File: config.mk
export PLATFORM = sky130hd
export DESIGN_NAME = obi_magic_mem_bridge
export DESIGN_NICKNAME = d
export VERILOG_FILES = /design/src/rtl/obi_bridge_pkg.sv /design/src/rtl/obi_rsp_fifo.sv /design/src/rtl/obi_magic_mem_bridge.sv
export SDC_FILE = /design/constraint.sdc
export NUM_CORES = 1
export LEC_CHECK = 0
export BUFFER_PORTS_ARGS = -buffer_cell sky130_fd_sc_hd__buf_2
export CORE_UTILIZATION = 54
export DETAILED_ROUTE_END_ITERATION = 7
export MAX_ROUTING_LAYER = met4
export PLACE_DENSITY = 0.9
export SETUP_SLACK_MARGIN = 0.15
export SLEW_MARGIN = 25
export SYNTH_ARGS = -nofsm -noshare
export SYNTH_HDL_FRONTEND = slang
export SYNTH_HIERARCHICAL = 1
export SYNTH_SLANG_ARGS = --single-unit
File: constraint.sdc
create_clock -name clk -period 8.9 [get_ports clk]
set_clock_uncertainty 0.15 [all_clocks]
set_input_delay 1.335 -clock clk [delete_from_list [all_inputs] [get_ports clk]]
set_output_delay 1.335 -clock clk [all_outputs]
set_load 0.005 [all_outputs]
File: src/rtl/obi_bridge_pkg.sv
`default_nettype none
// ============================================================================
// Module      : obi_bridge_pkg
// Description : Shared types and constants for the OBI <-> magic-memory
//               bridge: command FSM state encoding, command and response
//               records at the default 32-bit geometry, and the default
//               legal-address window (size 0 = window check disabled).
// Revision    : 1.0  initial release
// ============================================================================
package obi_bridge_pkg;

    localparam int unsigned c_obi_addr_w = 32;
    localparam int unsigned c_obi_data_w = 32;

    // Default window: size 0 means every address is legal.
    localparam logic [31:0] c_def_win_base = 32'h0000_0000;
    localparam logic [31:0] c_def_win_size = 32'h0000_0000;

    typedef enum logic [1:0] {
        IDLE  = 2'd0,
        ISSUE = 2'd1,
        ERR   = 2'd2
    } bridge_state_e;

    typedef struct packed {
        logic                        we;
        logic [c_obi_data_w/8-1:0]   be;
        logic [c_obi_addr_w-1:0]     addr;
        logic [c_obi_data_w-1:0]     wdata;
    } obi_cmd_t;

    typedef struct packed {
        logic [c_obi_data_w-1:0]     rdata;
        logic                        err;
    } obi_rsp_t;

endpackage : obi_bridge_pkg
`default_nettype wire

File: src/rtl/obi_rsp_fifo.sv
`default_nettype none
// ============================================================================
// Module      : obi_rsp_fifo
// Description : Synchronous response FIFO, DEPTH entries of WIDTH bits.
//               Read data is the current head (combinational from storage).
//               Pointers wrap modulo DEPTH; occupancy is kept in a counter so
//               non-power-of-two depths work. Push and pop in the same cycle
//               on a full FIFO is legal.
// Ports       : clk, rst          clock, synchronous active-high reset
//               i_push, i_wdata   write strobe and data
//               i_pop             remove head entry
//               o_rdata           head entry
//               o_full, o_empty   occupancy flags
// Revision    : 1.0  initial release
// ============================================================================
module obi_rsp_fifo
    import obi_bridge_pkg::*;
#(
    parameter int unsigned DEPTH = 2,
    parameter int unsigned WIDTH = $bits(obi_rsp_t)
) (
    input  logic             clk,
    input  logic             rst,
    input  logic             i_push,
    input  logic [WIDTH-1:0] i_wdata,
    input  logic             i_pop,
    output logic [WIDTH-1:0] o_rdata,
    output logic             o_full,
    output logic             o_empty
);

    localparam int unsigned c_ptr_w = (DEPTH > 1) ? $clog2(DEPTH) : 1;
    localparam int unsigned c_cnt_w = $clog2(DEPTH + 1);

    logic [WIDTH-1:0]   r_mem [DEPTH];
    logic [c_ptr_w-1:0] r_wr_ptr;
    logic [c_ptr_w-1:0] r_rd_ptr;
    logic [c_cnt_w-1:0] r_count;

    function automatic logic [c_ptr_w-1:0] ptr_inc(input logic [c_ptr_w-1:0] p);
        return (p == c_ptr_w'(DEPTH - 1)) ? '0 : p + c_ptr_w'(1);
    endfunction

    assign o_empty = (r_count == '0);
    assign o_full  = (r_count == c_cnt_w'(DEPTH));
    assign o_rdata = r_mem[r_rd_ptr];

    // Storage carries no reset; validity is tracked by r_count.
    always_ff @(posedge clk) begin
        if (i_push) begin
            r_mem[r_wr_ptr] <= i_wdata;
        end
    end

    always_ff @(posedge clk) begin
        if (rst) begin
            r_wr_ptr <= '0;
            r_rd_ptr <= '0;
            r_count  <= '0;
        end else begin
            if (i_push) begin
                r_wr_ptr <= ptr_inc(r_wr_ptr);
            end
            if (i_pop) begin
                r_rd_ptr <= ptr_inc(r_rd_ptr);
            end
            case ({i_push, i_pop})
                2'b10:   r_count <= r_count + c_cnt_w'(1);
                2'b01:   r_count <= r_count - c_cnt_w'(1);
                default: r_count <= r_count;
            endcase
        end
    end

    a_no_underflow: assert property (@(posedge clk) disable iff (rst)
        i_pop |-> !o_empty);

endmodule : obi_rsp_fifo
`default_nettype wire

File: src/rtl/obi_magic_mem_bridge.sv
`default_nettype none
// ============================================================================
// Module      : obi_magic_mem_bridge
// Description : Bridge from an OBI-style host port (req/gnt/rvalid) to a
//               single magic-memory channel (read/write strobes, resp).
//               Requests are granted only when the command FSM is idle and
//               fewer than MAX_OUTSTANDING responses are owed. Responses are
//               queued in a FIFO and returned in grant order, one cycle after
//               the memory completes. Addresses outside the optional window
//               [WIN_BASE, WIN_BASE+WIN_SIZE) get an error response without
//               touching memory.
// Ports       : clk, rst                      clock, sync active-high reset
//               req_i/we_i/be_i/addr_i/wdata_i host command
//               gnt_o                          command accepted this cycle
//               rvalid_o/rdata_o/err_o         host response
//               mem_read_o/mem_write_o         memory strobes
//               mem_mbe_o/mem_addr_o/mem_wdata_o memory command
//               mem_resp_i/mem_rdata_i         memory completion and data
// Revision    : 1.0  initial release
// ============================================================================
module obi_magic_mem_bridge
    import obi_bridge_pkg::*;
#(
    parameter int unsigned        ADDR_W          = 32,
    parameter int unsigned        DATA_W          = 32,
    parameter int unsigned        MAX_OUTSTANDING = 2,
    parameter logic [ADDR_W-1:0]  WIN_BASE        = ADDR_W'(c_def_win_base),
    parameter logic [ADDR_W-1:0]  WIN_SIZE        = ADDR_W'(c_def_win_size)
) (
    input  logic                clk,
    input  logic                rst,
    input  logic                req_i,
    input  logic                we_i,
    input  logic [DATA_W/8-1:0] be_i,
    input  logic [ADDR_W-1:0]   addr_i,
    input  logic [DATA_W-1:0]   wdata_i,
    output logic                gnt_o,
    output logic                rvalid_o,
    output logic [DATA_W-1:0]   rdata_o,
    output logic                err_o,
    output logic                mem_read_o,
    output logic                mem_write_o,
    output logic [DATA_W/8-1:0] mem_mbe_o,
    output logic [ADDR_W-1:0]   mem_addr_o,
    output logic [DATA_W-1:0]   mem_wdata_o,
    input  logic                mem_resp_i,
    input  logic [DATA_W-1:0]   mem_rdata_i
);

    localparam int unsigned c_be_w  = DATA_W / 8;
    localparam int unsigned c_cnt_w = $clog2(MAX_OUTSTANDING + 1);
    localparam logic [c_cnt_w-1:0] c_max_cnt = c_cnt_w'(MAX_OUTSTANDING);

    typedef struct packed {
        logic                we;
        logic [c_be_w-1:0]   be;
        logic [ADDR_W-1:0]   addr;
        logic [DATA_W-1:0]   wdata;
    } cmd_t;

    typedef struct packed {
        logic [DATA_W-1:0]   rdata;
        logic                err;
    } rsp_t;

    bridge_state_e       r_state;
    bridge_state_e       w_state_nxt;
    cmd_t                r_cmd;
    logic [c_cnt_w-1:0]  r_cnt;
    logic                w_addr_illegal;
    logic                w_issue;
    logic                w_push;
    rsp_t                w_push_rsp;
    logic                w_pop;
    rsp_t                w_fifo_head;
    logic                w_fifo_full;
    logic                w_fifo_empty;

    // ------------------------------------------------------------------
    // Address window check. The upper bound is formed one bit wider than
    // the address so a window touching the top of the space cannot wrap.
    // ------------------------------------------------------------------
    generate
        if (WIN_SIZE == '0) begin : g_no_window
            assign w_addr_illegal = 1'b0;
        end else begin : g_window
            localparam logic [ADDR_W:0] c_win_lo = {1'b0, WIN_BASE};
            localparam logic [ADDR_W:0] c_win_hi = {1'b0, WIN_BASE} + {1'b0, WIN_SIZE};
            logic [ADDR_W:0] w_addr_ext;
            assign w_addr_ext     = {1'b0, addr_i};
            assign w_addr_illegal = (w_addr_ext < c_win_lo) || (w_addr_ext >= c_win_hi);
        end
    endgenerate

    // Grant is masked during reset so every output reads 0 while rst is high.
    assign gnt_o = !rst && req_i && (r_state == IDLE) && (r_cnt < c_max_cnt);

    // ------------------------------------------------------------------
    // Command FSM
    // ------------------------------------------------------------------
    always_ff @(posedge clk) begin
        if (rst) begin
            r_state <= IDLE;
        end else begin
            r_state <= w_state_nxt;
        end
    end

    always_comb begin
        w_state_nxt = r_state;
        w_push      = 1'b0;
        w_push_rsp  = '0;
        case (r_state)
            IDLE: begin
                if (gnt_o) begin
                    w_state_nxt = w_addr_illegal ? ERR : ISSUE;
                end
            end
            ISSUE: begin
                // A resp seen in any other state is stale and is dropped.
                if (mem_resp_i) begin
                    w_push           = 1'b1;
                    w_push_rsp.rdata = r_cmd.we ? '0 : mem_rdata_i;
                    w_push_rsp.err   = 1'b0;
                    w_state_nxt      = IDLE;
                end
            end
            ERR: begin
                w_push         = 1'b1;
                w_push_rsp.err = 1'b1;
                w_state_nxt    = IDLE;
            end
            default: begin
                w_state_nxt = IDLE;
            end
        endcase
    end

    // The command only changes on a grant, which is impossible while ISSUE
    // holds the strobes, so the memory-side command is stable for free.
    always_ff @(posedge clk) begin
        if (rst) begin
            r_cmd <= '0;
        end else if (gnt_o) begin
            r_cmd <= '{we: we_i, be: be_i, addr: addr_i, wdata: wdata_i};
        end
    end

    // ------------------------------------------------------------------
    // Memory-side outputs, all zero outside ISSUE
    // ------------------------------------------------------------------
    assign w_issue     = (r_state == ISSUE);
    assign mem_read_o  = w_issue && !r_cmd.we;
    assign mem_write_o = w_issue &&  r_cmd.we;
    assign mem_mbe_o   = !w_issue ? '0 : (r_cmd.we ? r_cmd.be : '1);
    assign mem_addr_o  = w_issue ? r_cmd.addr : '0;
    assign mem_wdata_o = (w_issue && r_cmd.we) ? r_cmd.wdata : '0;

    // ------------------------------------------------------------------
    // Response path: OBI has no rvalid backpressure, so the head is
    // consumed in every cycle it is presented.
    // ------------------------------------------------------------------
    assign w_pop = !w_fifo_empty;

    obi_rsp_fifo #(
        .DEPTH (MAX_OUTSTANDING),
        .WIDTH ($bits(rsp_t))
    ) u_rsp_fifo (
        .clk     (clk),
        .rst     (rst),
        .i_push  (w_push),
        .i_wdata (w_push_rsp),
        .i_pop   (w_pop),
        .o_rdata (w_fifo_head),
        .o_full  (w_fifo_full),
        .o_empty (w_fifo_empty)
    );

    assign rvalid_o = !w_fifo_empty;
    assign rdata_o  = w_fifo_empty ? '0   : w_fifo_head.rdata;
    assign err_o    = w_fifo_empty ? 1'b0 : w_fifo_head.err;

    // ------------------------------------------------------------------
    // Outstanding counter: granted requests whose response is not yet
    // returned. Bounding it by the FIFO depth guarantees push space.
    // ------------------------------------------------------------------
    always_ff @(posedge clk) begin
        if (rst) begin
            r_cnt <= '0;
        end else begin
            case ({gnt_o, w_pop})
                2'b10:   r_cnt <= r_cnt + c_cnt_w'(1);
                2'b01:   r_cnt <= r_cnt - c_cnt_w'(1);
                default: r_cnt <= r_cnt;
            endcase
        end
    end

    a_strobe_excl: assert property (@(posedge clk) disable iff (rst)
        !(mem_read_o && mem_write_o));

    a_addr_stable: assert property (@(posedge clk) disable iff (rst)
        ((mem_read_o || mem_write_o) && !mem_resp_i) |=> $stable(mem_addr_o));

    a_push_space: assert property (@(posedge clk) disable iff (rst)
        w_push |-> (!w_fifo_full || w_pop));

    a_cnt_bound: assert property (@(posedge clk) disable iff (rst)
        r_cnt <= c_max_cnt);

endmodule : obi_magic_mem_bridge
`default_nettype wire

# Yosys cells after proc, flatten, opt, wreduce, memory -nomap -nowiden
# Memory sizes are Yosys's and may differ from the RTL's. A register that Yosys moved wholly into a read port is not among the register bits.
# Index checks and enable logic that the tools add are counted.
# op_classes
n_addsub	6
n_lt_le_gt_ge	1
n_eq_ne	8
muxes	23
reduce_logical	13
# ops
cell	n
$mux W32	5
$mux W33	1
$pmux W2 S2	3
$mux W1	8
$mux W4	2
$eq A2 B1 Y1 const B	3
$eq A2 B2 Y1 const B	3
$logic_and A1 B1 Y1	5
$add A2 B1 Y2 const B	2
$logic_not A2 Y1	2
$mux W2	2
$ne A2 B2 Y1 const B	2
$pmux W1 S2	2
$reduce_bool A2 Y1	2
$sub A2 B1 Y2 const B	2
$logic_not A1 Y1	3
$add A1 B1 Y1 const B	2
$lt A2 B2 Y1 const B	1
$reduce_and A2 Y1	1
# word_totals
register_bits	77
ramBits	66
output_inout_bits	105
word_cells	61
mem_count	1
# memory_table
memory	words	width	rd	rd_ports_with_merged_regs	write_ports	line_no	text
u_rsp_fifo.r_mem	2	33	1	1	1	obi_rsp_fifo.sv:35	logic [WIDTH-1:0] r_mem [DEPTH];

# Depth between registers and ports, before layout
# logic_depth
depth_word	6
ltp_mapped	8
mapped_depth_nobuf	6

# Modules after synthesis
# The synthesis kept the hierarchy.
# by_module_without_submodules
mod	n_inst	cells_each	area_each_um2	seq_area_each_um2
obi_magic_mem_bridge	1	478	3517.1	1441.4
obi_rsp_fifo	1	125	2578.7	2082.0

# Worst setup path before layout
# OpenSTA, ideal clock, no wires.
# synth_timing
kind	input port to flip-flop
from	input port mem_resp_i
to	memory u_rsp_fifo/r_mem[0][0] in the netlist's numbering, enable pin
setup_ps	423
t_arrival_ps	3166
t_required_ps	8327
setup_slack_ps	5161
path_stages	4
n_path_buf	1
cell_sequence	clkbuf_1 > and2_1 > inv_1 > nor2_1
# synth_between
elab_chain_cells	4
# synth_lines
element	line_no	text
from (decl)	obi_magic_mem_bridge.sv:46	input logic mem_resp_i,
$mux W1	obi_magic_mem_bridge.sv:121	if (mem_resp_i) begin
$pmux W1 S2	obi_magic_mem_bridge.sv:113	case (r_state)
named net w_push	obi_magic_mem_bridge.sv:72	logic w_push;
$mux W1	obi_rsp_fifo.sv:50	if (i_push) begin
$mux W1 (implied by the code)	obi_rsp_fifo.sv:51	r_mem[r_wr_ptr] <= i_wdata;
to (decl)	obi_rsp_fifo.sv:35	
# The timed path passes the listed nets, and every way through them passes these cells.

# Worst setup path after layout
# layout_timing
from	input port req_i
to	output port gnt_o
# layout_between
elab_chain_cells	3
# layout_lines
element	line_no	text
from (decl)	obi_magic_mem_bridge.sv:32	input logic req_i,
$logic_and A1 B1 Y1 (3 in a row)	obi_magic_mem_bridge.sv:96	assign gnt_o = !rst && req_i && (r_state == IDLE) && (r_cnt < c_max_cnt);
to (decl)	obi_magic_mem_bridge.sv:37	output logic gnt_o,
# No other way between the ends.

==> metrics <==
Period minus WS final=between 4 and 5 ns; crit-path max FO=70; final setup fails=0; Max Freq=248 MHz; min-delay worst type=flop to flop; share of cells above drive strength 1=35.5%; Top Layer Used=met4; clk root buf=clkbuf_8; Internal Power=approximately 1500 uW; Cell Area, Synth=6090 sq um; Inserted Clock Buffers=17; setup ws final=4.87 ns; Flop pwr share=between 30% and 40%; max cap viols=0; P_sw=about 600 uW; leakage=roughly 0.0036 uW; M1 WL=approximately 5.7 mm; most used cell, CP=buf_2; Post-Synthesis Cells=between 600 and 700; worst-skew pair later-pin latency=0.51 ns; router iterations before antenna repair=4; Final Hold Violating Endpoints=0; remaining antenna violation count=0; hold_buf cts=0; total number of vias=4996; die width=approximately 110 um; Power Dens Cells=about 270 nW/um^2; wire length on met3=between 1 and 1.5 mm; critical path capture point type=primary output; Relative slew margins=36.9%; Initial Util=55.9%; Critical Path AT=between 2 and 3 ns; Worst EP required=7.41 ns; Ports=210; DR WL met2=7.26 mm; vias per cell=~5.3; Die Area=11700 sq um; HPWL Detailed=9.25 mm; Port Buffer Count=between 200 and 250; Net Sw Frac=~29%; Area Growth Syn to Fin=27.8%; RD Place Congestion=0.750; DR iter-0 viols=315; Slew Viols, Final=0; Clock power frac=about 36%; critical path type=input pin to primary output; post-CTS resize count=0; clock sinks=143; Synth Warn #=6; CTS tree=yes; largest net degree at the start of global routing=78; Die H=108 um; core region area=between 10000 and 15000 sq um; Rows=38; RSZ-0062 raised after global routing=false; clk buf depth=2; antenna diode count=0; Worst-Margin Slew=0.945 ns; initial antenna violation count=0; CP max stage cell=buf_4; number of global-route vias before repair=4691; first-pass GRT wire length=21.6 mm; # Post-CTS Setup Buffers=0; fin crit share=between 40% and 50%; status=finished, final reports clean; critical-path cell list=buf_2 > nor3b_4 > buf_4 > nand2b_1 > inv_1 > buf_2; Gate power share=25.2%; CP Launch Type=input pin; grt total ovfl=0; TNS Setup=0 ns; GRT Total Usage=24.9%; Largest stage delay, worst path=about 0.58 ns; final net count=897; CTS H-tree depth=4; drt wl/cell=around 15 um; clock-pin transition on the worst setup and hold timing paths=0.06 ns; post-place setup slack=a little under 5 ns; final wirelength=14.3 mm; DRC viols=0; Synth Area per Inst=10.1 sq um; peak supply drop=0.000239 V
## power groups by stage
stage	Combinational, uW	Clock, uW	Sequential, uW
after floorplan	399	0	808
after global placement	513	0	828
after detailed placement	536	0	834
after CTS	539	770	822
after global routing	588	801	832
final	534	760	822
## worst max-delay path: cells and delay by family
kind	cells	cell delay (ns)
buffers and inverters	4	0.87
and+or+nand+nor	2	0.34
## routing by layer
metal	vias up	track usage, %
met5	-	-
met2	231	40.8
met3	21	5.55
met4	0	11.0
li1	2394	-
met1	2350	29.4
## metrics by stage
step	utilization (%)	power (uW)	instance area [sq um]	hold slack [ns]	cells
3_3_place_gp	65.4	1340	7120	0.287	911
6_report	71.4	2120	7780	0.301	943
4_1_cts	71.4	2130	7780	0.300	943
3_5_place_dp	65.4	1370	7120	0.292	911
2_1_floorplan	-	1210	6090	0.282	603
5_1_grt	71.4	2220	7780	0.312	943
## path summary, 6_finish.rpt
kind | end | slack [ns] | depth (start not counted) | startpoint
worst max-delay path | gnt_o | 4.87 | 6 | req_i
worst min-delay path | r_cmd[45] | 0.30 | 2 | r_cmd[45]
worst max register to register | r_cnt[1] | 6.03 | 7 | r_state[0]
worst min register to register | r_cmd[45] | 0.30 | 2 | r_cmd[45]
## final cells by class
class	count	area (sq um)
clock buffers	25	538
clock inverters	7	118
fillers	735	3110
inverters	7	26.3
multi-input cells	405	2300
flip-flops and latches	143	3530
well taps	140	175
repair buffers	216	1100
## registers in the layout, summed over array words and instances, names as in the netlist, named ones only
register and flops:
r_state 1, u_rsp_fifo/r_mem 66, u_rsp_fifo/r_wr_ptr 1, u_rsp_fifo/r_rd_ptr 1, r_cnt 2, u_rsp_fifo/r_count 2
r_cmd 69
## cell usage in the layout (no fill, tap or decap), types with 3 or more instances in the layout
cell         n
buf_2      209
nand2_1    138
dfxtp_1     75
a21oi_1     72
edfxtp_1    66
and3_1      64
and2_1      35
nor2b_1     33
mux2_2      33
clkbuf_16   19
inv_1        7
buf_4        7
nor2_1       5
a21boi_0     4
xnor2_1      4
clkbuf_8     4
bufinv_16    3
(Power assumes the default switching activity.)
